**config.mk**
```make
export PLATFORM = sky130hd
export DESIGN_NAME = pc_fetch_queue
export DESIGN_NICKNAME = d
export VERILOG_FILES = /design/src/rtl/pc_fetch_queue_pkg.sv /design/src/rtl/pc_fetch_queue_fetch_queue.sv /design/src/rtl/pc_fetch_queue.sv
export SDC_FILE = /design/constraint.sdc
export NUM_CORES = 1
export LEC_CHECK = 0
export BUFFER_PORTS_ARGS = -buffer_cell sky130_fd_sc_hd__buf_2
export CAP_MARGIN = 20
export CORE_ASPECT_RATIO = 0.75
export CORE_UTILIZATION = 45
export DETAILED_ROUTE_END_ITERATION = 16
export GPL_ROUTABILITY_DRIVEN = 0
export PLACE_DENSITY = 0.71
export SLEW_MARGIN = 25
export SYNTH_ARGS = -nofsm -noshare
export SYNTH_HDL_FRONTEND = slang
export SYNTH_SLANG_ARGS = --single-unit
```
**constraint.sdc**
```tcl
create_clock -name clk -period 6.4 [get_ports clk]
set_clock_uncertainty 0.2 [all_clocks]
set_input_delay 0 -clock clk [delete_from_list [all_inputs] [get_ports clk]]
set_output_delay 0 -clock clk [all_outputs]
set_load 0.005 [all_outputs]
```
**src/rtl/pc_fetch_queue_pkg.sv**
```systemverilog
// Shared RISC-V core definitions used by the fetch front end.
// Holds the datapath width, default reset PC and the canonical NOP encoding.
package riscv_defs;

    localparam int          XLEN      = 32;
    localparam logic [31:0] RESET_PC  = 32'h0000_0000;
    localparam logic [31:0] NOP_INSTR = 32'h0000_0013;
    localparam int          QDEPTH    = 2;

    // Instruction fetches are always word aligned; the low two bits are dropped.
    function automatic logic [31:0] word_align(input logic [31:0] addr);
        return addr & ~32'h0000_0003;
    endfunction

endpackage

```
**src/rtl/pc_fetch_queue_fetch_queue.sv**
```systemverilog
// fetch_queue: DEPTH-entry circular FIFO of {pc, instr} pairs with a synchronous clear.
// Handshake: enq is taken when the FIFO is not full or a dequeue happens the same cycle;
// deq is taken only when count is non-zero. clear and rst both empty the FIFO at the edge.
module fetch_queue
    import riscv_defs::*;
#(
    parameter int W     = 32,
    parameter int DEPTH = 2,
    parameter int CW    = $clog2(DEPTH + 1)
) (
    input  logic          clk,
    input  logic          rst,
    input  logic          clear,
    input  logic          enq,
    input  logic [W-1:0]  enq_pc,
    input  logic [W-1:0]  enq_instr,
    input  logic          deq,
    output logic [W-1:0]  head_pc,
    output logic [W-1:0]  head_instr,
    output logic [CW-1:0] count
);

    localparam int PW = (DEPTH > 1) ? $clog2(DEPTH) : 1;

    logic [W-1:0]  pc_mem    [DEPTH];
    logic [W-1:0]  instr_mem [DEPTH];
    logic [PW-1:0] rd_ptr;
    logic [PW-1:0] wr_ptr;
    logic          do_enq;
    logic          do_deq;

    function automatic logic [PW-1:0] bump(input logic [PW-1:0] p);
        return (p == PW'(DEPTH - 1)) ? '0 : p + PW'(1);
    endfunction

    assign do_deq = deq && (count != '0);
    assign do_enq = enq && ((count != CW'(DEPTH)) || do_deq);

    assign head_pc    = pc_mem[rd_ptr];
    assign head_instr = instr_mem[rd_ptr];

    always_ff @(posedge clk) begin
        if (rst || clear) begin
            rd_ptr <= '0;
            wr_ptr <= '0;
            count  <= '0;
        end else begin
            if (do_enq) begin
                wr_ptr <= bump(wr_ptr);
            end
            if (do_deq) begin
                rd_ptr <= bump(rd_ptr);
            end
            case ({do_enq, do_deq})
                2'b10:   count <= count + CW'(1);
                2'b01:   count <= count - CW'(1);
                default: count <= count;
            endcase
        end
    end

    // Storage is pure datapath; stale entries are never visible because the top masks on count.
    always_ff @(posedge clk) begin
        if (do_enq && !(rst || clear)) begin
            pc_mem[wr_ptr]    <= enq_pc;
            instr_mem[wr_ptr] <= enq_instr;
        end
    end

endmodule

```
**src/rtl/pc_fetch_queue.sv**
```systemverilog
// Instruction-fetch front end: PC, one-deep read tracking with epoch tag, and a fetch queue.
// Optional misaligned-redirect trap is enabled by defining FETCH_MISALIGN_TRAP_EN.
module pc_fetch_queue #(
    parameter int          XLEN     = riscv_defs::XLEN,
    parameter logic [31:0] RESET_PC = riscv_defs::RESET_PC,
    parameter int          QDEPTH   = riscv_defs::QDEPTH
) (
    input  logic            clk,
    input  logic            rst,
    input  logic            redirect_valid,
    input  logic [XLEN-1:0] redirect_pc,
    input  logic            stall,
    output logic            imem_req,
    output logic [XLEN-1:0] imem_addr,
    input  logic [XLEN-1:0] imem_rdata,
    output logic            out_valid,
    output logic [XLEN-1:0] out_pc,
    output logic [XLEN-1:0] out_instr,
    output logic            fetch_misalign
);

    import riscv_defs::*;

    localparam int CW = $clog2(QDEPTH + 1);

    logic [XLEN-1:0] pc;
    logic [XLEN-1:0] req_pc;
    logic [XLEN-1:0] target;
    logic [XLEN-1:0] head_pc;
    logic [XLEN-1:0] head_instr;
    logic [CW-1:0]   count;
    logic [CW:0]     occupancy;
    logic            inflight;
    logic            tag;
    logic            epoch;
    logic            halted;
    logic            deq;
    logic            issue;
    logic            rsp_ok;

    assign target = redirect_pc & ~XLEN'(3);

    // Handshake: an instruction leaves the queue when out_valid is high and stall is low;
    // a memory read is only issued when a slot is guaranteed for its return next cycle.
    assign out_valid = (count != '0);
    assign deq       = out_valid && !stall;
    assign occupancy = {1'b0, count} - (CW + 1)'(deq) + (CW + 1)'(inflight);
    assign issue     = !rst && !redirect_valid && !halted && (occupancy < (CW + 1)'(QDEPTH));
    assign rsp_ok    = inflight && (tag == epoch);

    assign imem_req  = issue;
    assign imem_addr = pc;
    assign out_pc    = out_valid ? head_pc : '0;
    assign out_instr = out_valid ? head_instr : XLEN'(NOP_INSTR);

    fetch_queue #(
        .W     (XLEN),
        .DEPTH (QDEPTH),
        .CW    (CW)
    ) u_fetch_queue (
        .clk        (clk),
        .rst        (rst),
        .clear      (redirect_valid),
        .enq        (rsp_ok),
        .enq_pc     (req_pc),
        .enq_instr  (imem_rdata),
        .deq        (deq),
        .head_pc    (head_pc),
        .head_instr (head_instr),
        .count      (count)
    );

    always_ff @(posedge clk) begin
        if (rst) begin
            pc       <= XLEN'(RESET_PC);
            req_pc   <= '0;
            inflight <= 1'b0;
            tag      <= 1'b0;
            epoch    <= 1'b0;
        end else begin
            inflight <= issue;
            if (issue) begin
                tag    <= epoch;
                req_pc <= pc;
                pc     <= pc + XLEN'(4);
            end
            // Toggling the epoch orphans any read that is still on its way back.
            if (redirect_valid) begin
                pc    <= target;
                epoch <= ~epoch;
            end
        end
    end

`ifdef FETCH_MISALIGN_TRAP_EN
    always_ff @(posedge clk) begin
        if (rst) begin
            halted <= 1'b0;
        end else if (redirect_valid) begin
            halted <= (redirect_pc[1:0] != 2'b00);
        end
    end
`else
    assign halted = 1'b0;
`endif

    assign fetch_misalign = halted;

endmodule
```
== Yosys cells after proc, flatten, opt, wreduce, memory -nomap -nowiden ==
Memory sizes are Yosys's and may differ from the RTL's. A register that Yosys moved wholly into a read port is not among the register bits.
Cells that the tools add are included.
Storage, ports and cells
  bits in registers: 71
  bits in writable memories: 128
  input bits: 68
  output and inout port bits: 99
  logic and storage cells: 54
  memories: 2
Memory list
  u_fetch_queue.instr_mem: words 2, bits a word 32, read ports 1, clocked after Yosys merged registers in 1, wr ports 1, RTL line pc_fetch_queue_fetch_queue.sv:26  | logic [W-1:0] instr_mem [DEPTH];
  u_fetch_queue.pc_mem: words 2, bits a word 32, read ports 1, clocked after Yosys merged registers in 1, wr ports 1, RTL line pc_fetch_queue_fetch_queue.sv:25  | logic [W-1:0] pc_mem [DEPTH];
Cells by class
  $add $sub $neg: 7
  magnitude comparators: 1
  equal/unequal tests: 4
  muxes and demuxes: 13
  bitwise operators: 1
  reductions and logical operators: 17
Operators by type and width (count)
  $mux W32: 4
  $add A32 B3 Y32 const B: 1
  $mux W1: 8
  $logic_and A1 B1 Y1: 7
  $reduce_bool A2 Y1: 3
  $logic_not A1 Y1: 4
  $pmux W2 S2: 1
  $add A3 B1 Y3: 1
  $lt A3 B2 Y1 const B: 1
  $sub A2 B1 Y3: 1
  $add A1 B1 Y1 const B: 2
  $add A2 B1 Y2 const B: 1
  $eq A2 B1 Y1 const B: 1
  $eq A2 B2 Y1 const B: 1
  $logic_or A1 B1 Y1: 2
  $ne A2 B2 Y1 const B: 1
  $reduce_or A2 Y1: 1
  $sub A2 B1 Y2 const B: 1
  $eq A1 B1 Y1: 1
  $not A1 Y1: 1

== Longest topological paths before layout ==
Gate-level depths: netlist (run 1).
  word-level depth: 8
  gate-level depth with buffers: 12
  mapped depth without buffers: 11

== Hierarchy ==
A second synthesis (run 1) with hierarchy kept.
Unflattened totals
  cells, all modules: 685
  area, all modules: 8369.3 sq um
Modules (own cells, without submodules)
  fetch_queue: times used 1, cells an instance 226, area an instance 4844.6 sq um, seq. area each 3943.8 sq um
  pc_fetch_queue: times used 1, cells an instance 459, area an instance 3524.6 sq um, seq. area each 1261.2 sq um

== Least setup slack after synthesis (run 1) ==
No wires, ideal clock.
  kind: register -> register
  start point: register epoch
  end point: memory u_fetch_queue.instr_mem[0][0], enable pin
  setup time: 558 ps
  data arrival time: 4953 ps
  required time: 5642 ps
  slack: 689 ps
  cell stages (with the launch flop): 5
  buffers on the path: 0
  clock period less this slack: 5711 ps
  cell sequence: dfxtp_1 > xor2_1 > a31oi_1 > nand2_1 > nor3_1
Between the ends
  word-level cells in the longest chain between the ends: 6
RTL lines
  from (decl): RTL line pc_fetch_queue.sv:35  | logic epoch;
  from (signal assigned): RTL line pc_fetch_queue.sv:90  | epoch <= ~epoch;
  $eq A1 B1 Y1: RTL line pc_fetch_queue.sv:49  | assign rsp_ok = inflight && (tag == epoch);
  $logic_and A1 B1 Y1: RTL line pc_fetch_queue.sv:49
  $logic_and A1 B1 Y1: RTL line pc_fetch_queue_fetch_queue.sv:37  | assign do_enq = enq && ((count != CW'(DEPTH)) || do_deq);
  $logic_and A1 B1 Y1: RTL line pc_fetch_queue_fetch_queue.sv:64  | if (do_enq && !(rst || clear)) begin
  $mux W1: RTL line pc_fetch_queue_fetch_queue.sv:64
  $mux W1 (implied by the code): RTL line pc_fetch_queue_fetch_queue.sv:66  | instr_mem[wr_ptr] <= enq_instr;
  to (decl): RTL line pc_fetch_queue_fetch_queue.sv:26
Every way passes these cells.

== Worst setup path in the final report (run 1) ==
  start point: register u_fetch_queue.count[1]
  end point: register pc[5] (netlist: imem_addr[5])
Between the ends
  word-level cells in the longest chain between the ends: 7
RTL lines
  from (decl): RTL line pc_fetch_queue_fetch_queue.sv:20  | output logic [CW-1:0] count
  from (signal assigned): RTL line pc_fetch_queue_fetch_queue.sv:55  | 2'b10: count <= count + CW'(1);
  from (signal assigned): RTL line pc_fetch_queue_fetch_queue.sv:56  | 2'b01: count <= count - CW'(1);
  from (signal assigned): RTL line pc_fetch_queue_fetch_queue.sv:57  | default: count <= count;
  $reduce_bool A2 Y1: RTL line pc_fetch_queue.sv:45  | assign out_valid = (count != '0);
  $logic_and A1 B1 Y1: RTL line pc_fetch_queue.sv:46  | assign deq = out_valid && !stall;
  $sub A2 B1 Y3 *: RTL line pc_fetch_queue.sv:47  | assign occupancy = {1'b0, count} - (CW + 1)'(deq) + (CW + 1)'(inflight);
  $add A3 B1 Y3 *: RTL line pc_fetch_queue.sv:47
  $lt A3 B2 Y1 *: RTL line pc_fetch_queue.sv:48  | assign issue = !rst && !redirect_valid && !halted && (occupancy < (CW + 1)'(QDEPTH));
  $logic_and A1 B1 Y1 *: RTL line pc_fetch_queue.sv:48
  $reduce_bool A2 Y1 (no line) *
  to (signal assigned): RTL line pc_fetch_queue.sv:75  | pc <= XLEN'(RESET_PC);
  to (signal assigned): RTL line pc_fetch_queue.sv:85  | pc <= pc + XLEN'(4);
  to (signal assigned): RTL line pc_fetch_queue.sv:89  | pc <= target;
  to (decl): RTL line pc_fetch_queue.sv:26  | logic [XLEN-1:0] pc;
Every way passes the cells marked *; elsewhere a longest branch is shown, timed or not.
A chain may end at the register's enable or synchronous reset.

==> results.md, run 1 <==
- Status: complete, no violations
- WS Path Type: register to register
- Design area: between 0.01 and 0.015 mm²
- Synth Cell Area: 0.007854 mm²
- Effective utilization at floorplan: 46.39%
- Worst Setup End Kind: register
- Final worst setup slack: ~1.7 ns
- Area contributors post-synth: edfxtp_1, dfxtp_1, mux2i_1
- Maxcap violations: 0
- 1st-pass router iterations: 4
- Final cell count without fillers: about 1,100
- CTS Sinks: roughly 190
- Worst R2R Path Depth: 13
- H-tree depth: 4
- Tmin final: 4.669 ns
- Worst Path Required: 6.58 ns
- Async S/R FF share, synth: 0%
- Total grt overflow: 0
- Number of global-route vias before repair: 5,614
- Commonest non-fill, non-tap cell in the layout: buf_2
- Worst Tran Pin Value: around 0.85 ns
- Die width: 154.5 µm
- Comb power frac: under 10%
- Dominant synthesized flop cell: edfxtp_1
- Placement Setup Slack: 2.617 ns
- Clk buf depth: 2
- Hold Path Class: input port to register
- Port bufs: 159
- Clock share of power: 40.9%
- # IOs: ~170
- Largest net degree at the start of global routing: 72
- Min-Delay Endpoint: u_fetch_queue.instr_mem[0][2]
- FF-to-FF End: imem_addr[5]
- Crit share post-route: 72.95%
- Arrival time worst endpoint: 4.85 ns
- Core area: 0.01693 mm²
- Warnings, synthesis: 0
- Final core utilization: between 60% and 70%
- Syn Inst Count: between 600 and 700
- Hold Fails Final Rpt: 0
- Sequential share of the synthesized area: around two thirds
- Synth cell types: 48
- Post-synth top area share: 47.41%
- Max Clk Rate: 0.2142 GHz
- Reg power frac: 51.3%
- Routed Antenna Nets: 0
- Routed wire length: 18.47 mm
- Global Route Usage Sum: 21.14%
- Setup TNS: 0 ns
- Most frequent cells in the layout: buf_2, edfxtp_1, nand2_1
- TritonCTS clock tree: built
- Placed cell area: about 0.0088 mm²
- Avg Cell Area, Syn: 11.79 µm²
- Dpl cells: 1,006
- CTS buffer count: 17
- Fillers: ~1,400
- Root Driver: clkbuf_16
- Crit path max fanout: 44
- First-pass GRT wire length: 29.02 mm
- Startpoint types: register
- Met2 wire length: 8.522 mm
- Insertion delay of the later-clocked pin in the worst-skew pair: about 0.43 ns
- M1 WL: 8.369 mm
- Max-slew violation count: 0
- DR WL/cell: 16.58 µm
- Routed vias: 5,863
- Clk pin slew, worst setup/hold paths: 0.07 ns
- Synthesized flop and latch total: 192
- DIE HEIGHT: 116.4 µm
- Hold_sp: imem_rdata[2]
- Die area: 0.01799 mm²
- P_leak: between 3 and 4 nW
- Total power draw: around 2.7 mW
- Post-synth EDFFs: 124
- Remaining DRCs: 0
- FF-to-FF setup slack: ~1.7 ns
- Via/cell ratio: 5.263
- Hold depth: 2
- # setup viols final: 0
- Area leader, netlist: edfxtp_1
- Unrepaired setup endpoints after global routing: no
- Sw Share: between 20 and 25%
- Area Overhead vs Synth: 29.57%
- Nets: 958
- Rows: 41
- Pint: 2.100 mW
- Worst vdd ir: ~0.17 mV
- Rel. slew slack: 43.07%
- Initial antenna violation count: 0
- Metal3 WL: 1.405 mm
- Layout cells sized above 1: between 20% and 30%
- Hold slack: 0.09586 ns
- Post-CTS Hold Buffers: 76
- Post-cts gate resize count: 0
- Power Density: roughly 270 mW/mm²
- Max layer used: met4
- RR Startpoint: u_fetch_queue.count[1]
- P_sw: 0.5989 mW
- Initial DRC count: 381
- Inserted Diodes: 0
- Post-CTS setup buffer count: 0
- Dpl hpwl: 10.66 mm
-- critical path, stage by stage, from the launching register on --
cell and delay, ns:
dfxtp_1 0.49, nor2_4 0.05, nor2_1 0.21, ha_1 0.28, nand2b_1 0.16, fa_1 0.39
xnor2_1 0.27, nand3_2 0.13, inv_2 0.61, nand2_1 0.29, a2bb2oi_1 0.20, dlygate4sd3_1 0.60
a21oi_1 0.15, dlygate4sd3_1 0.57
-- power by group through the flow --
stage                     registers, mW  clock network [mW]  logic, mW
after global routing               1.39                1.17      0.235
after CTS                          1.38                1.12      0.212
final                              1.38                1.10      0.212
after detailed placement           1.41                   0      0.174
after global placement             1.41                   0      0.170
after floorplan                    1.40                   0      0.102
-- cell usage after synthesis, types with 2 or more instances --
cell / n
edfxtp_1: 124
nand2_1: 83
o21ai_0: 10
o22ai_1: 10
nand4_1: 9
o311ai_0: 3
a22oi_1: 3
a31oi_1: 17
o211ai_1: 4
mux2i_1: 63
inv_1: 8
and3_1: 8
buf_1: 6
a2bb2oi_1: 3
a21oi_1: 49
buf_4: 7
or4_1: 4
clkbuf_1: 27
and2_1: 11
nand3_1: 15
nor2_1: 77
nand3_2: 2
a32oi_1: 2
or3_1: 4
ha_1: 3
dfxtp_1: 68
nor3_1: 6
xnor2_1: 8
nor4_1: 3
xor2_1: 9
and4_1: 3
-- routing by layer --
metal / vias up / GRT usage (%)
li1: 2852 / -
met1: 2773 / 27.78
met2: 219 / 34.69
met3: 19 / 5.900
met4: 0 / 5.809
met5: - / 0
-- sequential cells by signal (all words and copies together) (netlist names), named ones only --
register	cells
u_fetch_queue.pc_mem	60
req_pc	30
u_fetch_queue.rd_ptr	1
u_fetch_queue.count	2
u_fetch_queue.instr_mem	64
epoch	1
imem_addr	30
inflight	1
u_fetch_queue.wr_ptr	1
tag	1
-- final cells by class --
class,instances,area (µm²),area share [%]
clock buffer,17,425.4,4.181
multi-input combinational,425,2561,25.17
clock inverter,15,192.7,1.894
sequential,192,5089,50.01
tap,215,269.0,2.644
timing repair buffer,241,1605,15.78
inverter,9,33.78,0.3320
-- kinds of logic (layout without fill, tap and decap cells) --
kind of cell	after synthesis	count (layout)	synth area share, %
AOI/OAI and AO/OA	103	103	7.679
muxes	63	63	8.029
DFF	192	192	64.74
and+or+nand+nor	233	233	13.75
adders and majority gates	4	4	0.7329
other	1	5	0.04775
xor gates and xnor gates	17	17	1.896
buffers and inverters	53	282	3.122
-- worst max-delay path by stage --
stage	start	endpoint	slack (ns)	cells past startpoint
floorplan	epoch	u_fetch_queue.instr_mem[0][0]	0.69	4
detailed placement	u_fetch_queue.count[1]	imem_addr[20]	2.62	11
global placement	u_fetch_queue.count[1]	imem_addr[20]	2.71	11
finish	u_fetch_queue.count[1]	imem_addr[5]	1.73	13
global route	u_fetch_queue.count[1]	imem_addr[5]	1.49	13
CTS	u_fetch_queue.count[1]	imem_addr[5]	1.80	13
No activity file was read; power rests on OpenSTA's default activity.
==> inputs of run 2 (changes only) <==
--- a/config.mk
+++ b/config.mk
@@ -5,6 +5,7 @@
 export SDC_FILE = /design/constraint.sdc
 export NUM_CORES = 1
 export LEC_CHECK = 0
+export ABC_AREA = 1
 export BUFFER_PORTS_ARGS = -buffer_cell sky130_fd_sc_hd__buf_2
 export CAP_MARGIN = 20
 export CORE_ASPECT_RATIO = 0.75
==> constraint.sdc (replaced) <==
create_clock -name clk -period 4.8 [get_ports clk]
set_clock_uncertainty 0.2 [all_clocks]
set_input_delay 0 -clock clk [delete_from_list [all_inputs] [get_ports clk]]
set_output_delay 0 -clock clk [all_outputs]
set_load 0.005 [all_outputs]
==> run 2 against run 1 <==
Net effect:
- register-to-register slack got worse by 0.80 ns
- sequential share of layout area shrank 1.8 points
- via count increased by 15%
- non-clock buffer count is 13 higher
- maximum frequency up 21%
- first-iteration DRC count up 28%
- design area up 3.8%
- highest routed layer unchanged
- critical path depth increased by 1
- synthesized area is 3.3% higher
- die area increased by 3.3%
- count of clock-buffer cells in the layout increased by 1
==> results.md, run 2 <==
- Most frequent cell after synthesis: nand2_1
- Setup TNS: 0 ns
- Synth top cells by count: nand2_1, edfxtp_1, nor2_1
- Tmin final: 3.870 ns
- Clk buf depth: 2
- Area Overhead vs Synth: 30.15%
- Sw Share: 23.87%
- Most flops, register: u_fetch_queue.instr_mem
- Register area: 0.005086 mm²
- Port bufs: 159
- Dpl hpwl: 12.32 mm
- Syn Inst Count: a little under 900
- Area leader, netlist: edfxtp_1
- Hold Fails Final Rpt: 0
- Layout cells sized above 1: 19.03%
- Nets: 1,178
- Worst Setup End Kind: register
- Remaining DRCs: 0
- Max Clk Rate: 0.2584 GHz
- Most frequent cells in the layout: nand2_1, buf_2, edfxtp_1
- Die area: 0.01858 mm²
- Arrival time worst endpoint: about 4 ns
- Fillers: 1,495
- Biggest regs: u_fetch_queue.instr_mem x64, u_fetch_queue.pc_mem x60
- Sequential share of the synthesized area: 62.67%
- Effective utilization at floorplan: roughly 46%
- Post-synth EDFFs: 124
- GR met3 Demand/Resource: 6.197%
- Unrepaired setup endpoints after global routing: no
- Total power draw: about 3.5 mW
- Via/cell ratio: 4.940
- P_leak: 4.399 nW
- Routed wire length: 20.33 mm
- Rel. slew slack: 38.76%
- P_sw: 0.8391 mW
- Die width: 157.1 µm
- Met2 Usage GRT: 33.86%
- Routed vias: 6,723
- Worst R2R Path Depth: 14
- Placed cell area: 0.009092 mm²
- Crit path max fanout: 34
- 1st-pass router iterations: 5
- Post-CTS setup buffer count: 0
- Initial DRC count: approximately 500
- Routed Antenna Nets: 0
- Final worst setup slack: 0.9305 ns
- Worst vdd ir: 0.2193 mV
- Inserted Diodes: 0
- H-tree depth: 4
- Core area: 0.01766 mm²
- # setup viols final: 0
- Placement Setup Slack: 1.359 ns
- WS Path Type: register to register
- Largest net degree at the start of global routing: 64
- Hold depth: 2
- Root Driver: clkbuf_16
- CTS buffer count: 17
- Rows: 42
- CTS Sinks: 192
- Async S/R FF share, synth: 0%
- Largest register FFs: 64
- # IOs: 167
- TritonCTS clock tree: built
- Global Route Usage Sum: 22.13%
- Insertion delay of the later-clocked pin in the worst-skew pair: 0.43 ns
- Maxcap violations: 0
- Warnings, synthesis: 0
- DIE HEIGHT: roughly 120 µm
- Comb power frac: roughly 9%
- Avg Cell Area, Syn: around 9.3 µm²
- Synth Cell Area: 0.008114 mm²
- Dominant synthesized flop cell: edfxtp_1
- Hold Path Class: input port to register
- Power Density: around 330 mW/mm²
- Routing usage on met1: a little under a third
- Clock share of power: 38.1%
- FF-to-FF setup slack: 0.93 ns
- DR WL/cell: 14.94 µm
- Crit share post-route: 80.61%
- First-pass GRT wire length: 31.35 mm
- Pint: between 2 and 3 mW
- Synthesized flop and latch total: 192
- RR Startpoint: u_fetch_queue.count[1]
- Status: complete, no violations
- Initial antenna violation count: 0
- Post-synth top area share: ~46%
- Max-slew violation count: 0
- Total grt overflow: 0
- Startpoint types: register
- Design area: ~0.011 mm²
- Hold_sp: imem_rdata[8]
- Synth cell types: 32
- Number of global-route vias before repair: ~6,300
- Min-Delay Endpoint: u_fetch_queue.instr_mem[1][8]
- Reg power frac: 52.9%
- Multi-input logic area: 0.002596 mm²
- Area contributors post-synth: edfxtp_1, dfxtp_1, nand2_1
- Clk pin slew, worst setup/hold paths: about 0.070 ns
- Worst Path Required: about 4.9 ns
- Worst Tran Pin Value: 0.9186 ns
- Commonest non-fill, non-tap cell in the layout: nand2_1
- GR peak layer: met2
- FF-to-FF End: imem_addr[6]
==> run 2: cell types whose count changed after synthesis, sizes merged, moves of 22 or more <==
cell / delta
inv: +64
a21oi: +37
o21ai: +32
mux2i: -63
nand3: +22
nand2: +163
==> run 2: worst max path at each step <==
stage	startpoint	end	slack, ns
after global placement	u_fetch_queue.count[1]	req_pc[9]	1.44
after CTS	u_fetch_queue.count[1]	imem_addr[6]	0.95
after floorplan	u_fetch_queue.count[0]	u_fetch_queue.instr_mem[0][0]	0.88
final	u_fetch_queue.count[1]	imem_addr[6]	0.93
after detailed placement	u_fetch_queue.count[1]	req_pc[11]	1.36
after global routing	u_fetch_queue.count[1]	imem_addr[6]	0.61
==> run 2: cell type report <==
cell class / count / area share [%]
timing repair buffer: 254 / 16.42
inverter: 73 / 2.607
tap: 242 / 2.867
sequential: 192 / 48.16
clock inverter: 14 / 1.291
clock buffer: 18 / 4.064
multi-input combinational: 568 / 24.59
==> run 2: kinds of logic after synthesis <==
kind of cell               count (synthesis)  synth area share (%)
and+or+nand+nor                          408                 20.59
DFF                                      192                 62.67
AOI/OAI and AO/OA                        141                 9.067
buffers and inverters                    117                 5.844
xor gates and xnor gates                  10                 1.079
adders and majority gates                  4                0.7094
other                                      1               0.04622
==> run 2: power by group through the flow <==
stage / Sequential [mW] / Combinational, mW / Clock (mW)
after floorplan: 1.88 / 0.153 / 0
after detailed placement: 1.89 / 0.252 / 0
after global placement: 1.89 / 0.245 / 0
after CTS: 1.86 / 0.312 / 1.36
final: 1.86 / 0.317 / 1.34
after global routing: 1.86 / 0.354 / 1.44
==> run 2: critical path: stages (launching register included) <==
cell,delay [ns]
dfxtp_1,0.50
nor2_4,0.05
nor2_1,0.24
ha_1,0.29
inv_1,0.06
nand2_1,0.05
fa_1,0.48
inv_1,0.05
nor2_2,0.14
nand2_4,0.24
nand2_2,0.47
inv_2,0.19
a21oi_1,0.18
nor2_1,0.05
dlygate4sd3_1,0.58
==> run 2: through the flow <==
stage | util (%) | instances | hold WS, ns
detailed placement | 51.50 | 1239 | -0.008700
CTS | 59.80 | 1361 | 0.08070
finish | 59.81 | 1361 | 0.09577
floorplan | - | 877 | -0.1011
global route | 59.81 | 1361 | 0.09153
global placement | 51.50 | 1239 | -0.01321
==> run 2: per-layer routing <==
metal,wire [µm],vias up
met4,191,0
met3,1934,18
li1,-,3357
met5,0,-
met1,9364,3053
met2,8840,295
==> run 2: repair_timing <==
action | in CTS | in global routing
setup endpoints to repair | 0 | 0
hold buffers | 90 | 0
endpoints found under the hold margin | 99 | 0
resized for setup | 0 | 0
==> inputs of run 3 (changes only) <==
--- a/config.mk
+++ b/config.mk
@@ -5,14 +5,14 @@
 export SDC_FILE = /design/constraint.sdc
 export NUM_CORES = 1
 export LEC_CHECK = 0
-export ABC_AREA = 1
+export ABC_AREA = 0
 export BUFFER_PORTS_ARGS = -buffer_cell sky130_fd_sc_hd__buf_2
 export CAP_MARGIN = 20
 export CORE_ASPECT_RATIO = 0.75
 export CORE_UTILIZATION = 45
 export DETAILED_ROUTE_END_ITERATION = 16
 export GPL_ROUTABILITY_DRIVEN = 0
-export PLACE_DENSITY = 0.71
+export PLACE_DENSITY = 0.73
 export SLEW_MARGIN = 25
 export SYNTH_ARGS = -nofsm -noshare
 export SYNTH_HDL_FRONTEND = slang
==> constraint.sdc (replaced) <==
create_clock -name clk -period 3.51 [get_ports clk]
set_clock_uncertainty 0.2 [all_clocks]
set_input_delay 0 -clock clk [delete_from_list [all_inputs] [get_ports clk]]
set_output_delay 0 -clock clk [all_outputs]
set_load 0.005 [all_outputs]
==> run 3 against run 2 <==
Net effect:
- sequential power increased by 36%
- register-to-register slack lost 0.75 ns
- sequential cell count did not move
- die area is 3.2% lower
- design area is 2.4% lower
- first-iteration DRC count fell by 21%
- largest power group unchanged
- highest routed layer unchanged
==> results.md, run 3 (synthesized netlist as in run 1, its figures left out) <==
- Crit share post-route: 94.84%
- Core area: between 0.015 and 0.02 mm²
- Status: complete, no violations
- Clk pin slew, worst setup/hold paths: 0.07 ns
- 1st-pass router iterations: 5
- Hold Path Class: input port to register
- Worst Setup End Kind: register
- Number of global-route vias before repair: between 5,000 and 6,000
- Final worst setup slack: roughly 0.18 ns
- Total power draw: between 4 and 5 mW
- Global Route Usage Sum: 21.52%
- Largest register FFs: 64
- Design area: 0.01031 mm²
- # setup viols final: 0
- Placed cell area: 0.008969 mm²
- Arrival time worst endpoint: 3.42 ns
- DIE HEIGHT: 116.4 µm
- TritonCTS clock tree: built
- DR WL/cell: 16.94 µm
- Tmin final: 3.329 ns
- Power Density: 466.7 mW/mm²
- Rows: 41
- CTS Sinks: 192
- Worst Tran Pin Value: ~0.74 ns
- Most frequent cells in the layout: buf_2, edfxtp_1, nand2_1
- Most flops, register: u_fetch_queue.instr_mem
- Hold Fails Final Rpt: 0
- Routed wire length: 19.03 mm
- Placement Setup Slack: 0.04614 ns
- Routed Antenna Nets: 0
- Effective utilization at floorplan: 46.39%
- Routed vias: slightly above 6,000
- # IOs: approximately 170
- Worst vdd ir: 0.2779 mV
- Startpoint types: register
- Dpl hpwl: 11.40 mm
- Die width: 154.5 µm
- Max-slew violation count: 0
- Port bufs: approximately 160
- Biggest regs: u_fetch_queue.instr_mem x64, u_fetch_queue.pc_mem x60
- Total grt overflow: 0
- First-pass GRT wire length: 29.39 mm
- Root Driver: clkbuf_16
- Clk buf depth: 2
- Rel. slew slack: 50.47%
- CTS buffer count: 17
- Layout cells sized above 1: 24.01%
- P_leak: 3.827 nW
- Initial antenna violation count: 0
- Max Clk Rate: 0.3004 GHz
- Initial DRC count: 386
- Worst Path Required: 3.60 ns
- H-tree depth: 4
- Remaining DRCs: 0
- Commonest non-fill, non-tap cell in the layout: buf_2
- Crit path max fanout: 71
- Largest net degree at the start of global routing: 72
- Insertion delay of the later-clocked pin in the worst-skew pair: roughly 0.43 ns
- Area Overhead vs Synth: 31.26%
- Post-CTS setup buffer count: 0
- Via/cell ratio: around 5.4
- Die area: about 0.018 mm²
- Maxcap violations: 0
- Unrepaired setup endpoints after global routing: no
- Inserted Diodes: 0
- WS Path Type: register to register
- Nets: around 970
-- run 3: timing repair --
action | CTS | global route
setup endpoints to repair | 0 | 10
endpoints found under the hold margin | 117 | 0
hold buffers | 76 | 0
gates resized for setup | 0 | 4
-- run 3: critical path, stage by stage (launching register included) --
cell,delay [ns]
dfxtp_2,0.42
nor2_4,0.05
nor2_2,0.17
ha_1,0.27
nand2b_1,0.17
fa_1,0.39
xnor2_1,0.24
nand3_2,0.16
buf_12,0.23
a31oi_1,0.21
dlygate4sd3_1,0.59
o22ai_1,0.08
-- run 3: layout make-up --
| cell class | count | area (µm²) |
|---|---|---|
| clock buffer | 21 | 471.7 |
| clock inverter | 11 | 101.3 |
| fill | 1342 | 6620 |
| inverter | 9 | 35.03 |
| multi-input combinational | 425 | 2576 |
| sequential | 192 | 5091 |
| tap | 215 | 269.0 |
| timing repair buffer | 250 | 1764 |
-- run 3: layer usage --
layer	GRT usage, %	vias up	wire (µm)
met5	0	-	0
met4	6.931	0	224
met3	6.716	20	1770
met2	36.02	293	9043
met1	26.87	2881	7989
li1	-	2864	-
-- run 3: per-stage QoR --
step	std cells	hold WS, ns	setup TNS (ns)	util, %
6_report	1123	0.09898	0	60.89
5_1_grt	1123	0.08684	0	60.89
4_1_cts	1123	0.07187	0	60.86
3_5_place_dp	1015	-0.008764	0	52.98
3_3_place_gp	1014	-0.01231	0	52.82
2_1_floorplan	670	-0.1011	-39.66	-
-- run 3: worst paths after layout --
| check | slack (ns) | start | cells after the start | endpoint |
|---|---|---|---|---|
| setup reg to reg | 0.18 | u_fetch_queue.count[1] | 11 | imem_addr[24] |
| hold / removal | 0.1 | imem_rdata[9] | 2 | u_fetch_queue.instr_mem[1][9] |
| setup / recovery | 0.18 | u_fetch_queue.count[1] | 11 | imem_addr[24] |
| hold reg to reg | 0.26 | req_pc[19] | 0 | u_fetch_queue.pc_mem[0][19] |
-- run 3: power by group --
part	internal (mW)	total (mW)	switching, mW
Clock	1.05	1.88	0.835
Combinational	0.198	0.405	0.207
Sequential	2.45	2.53	0.0716
Total	3.70	4.81	1.11
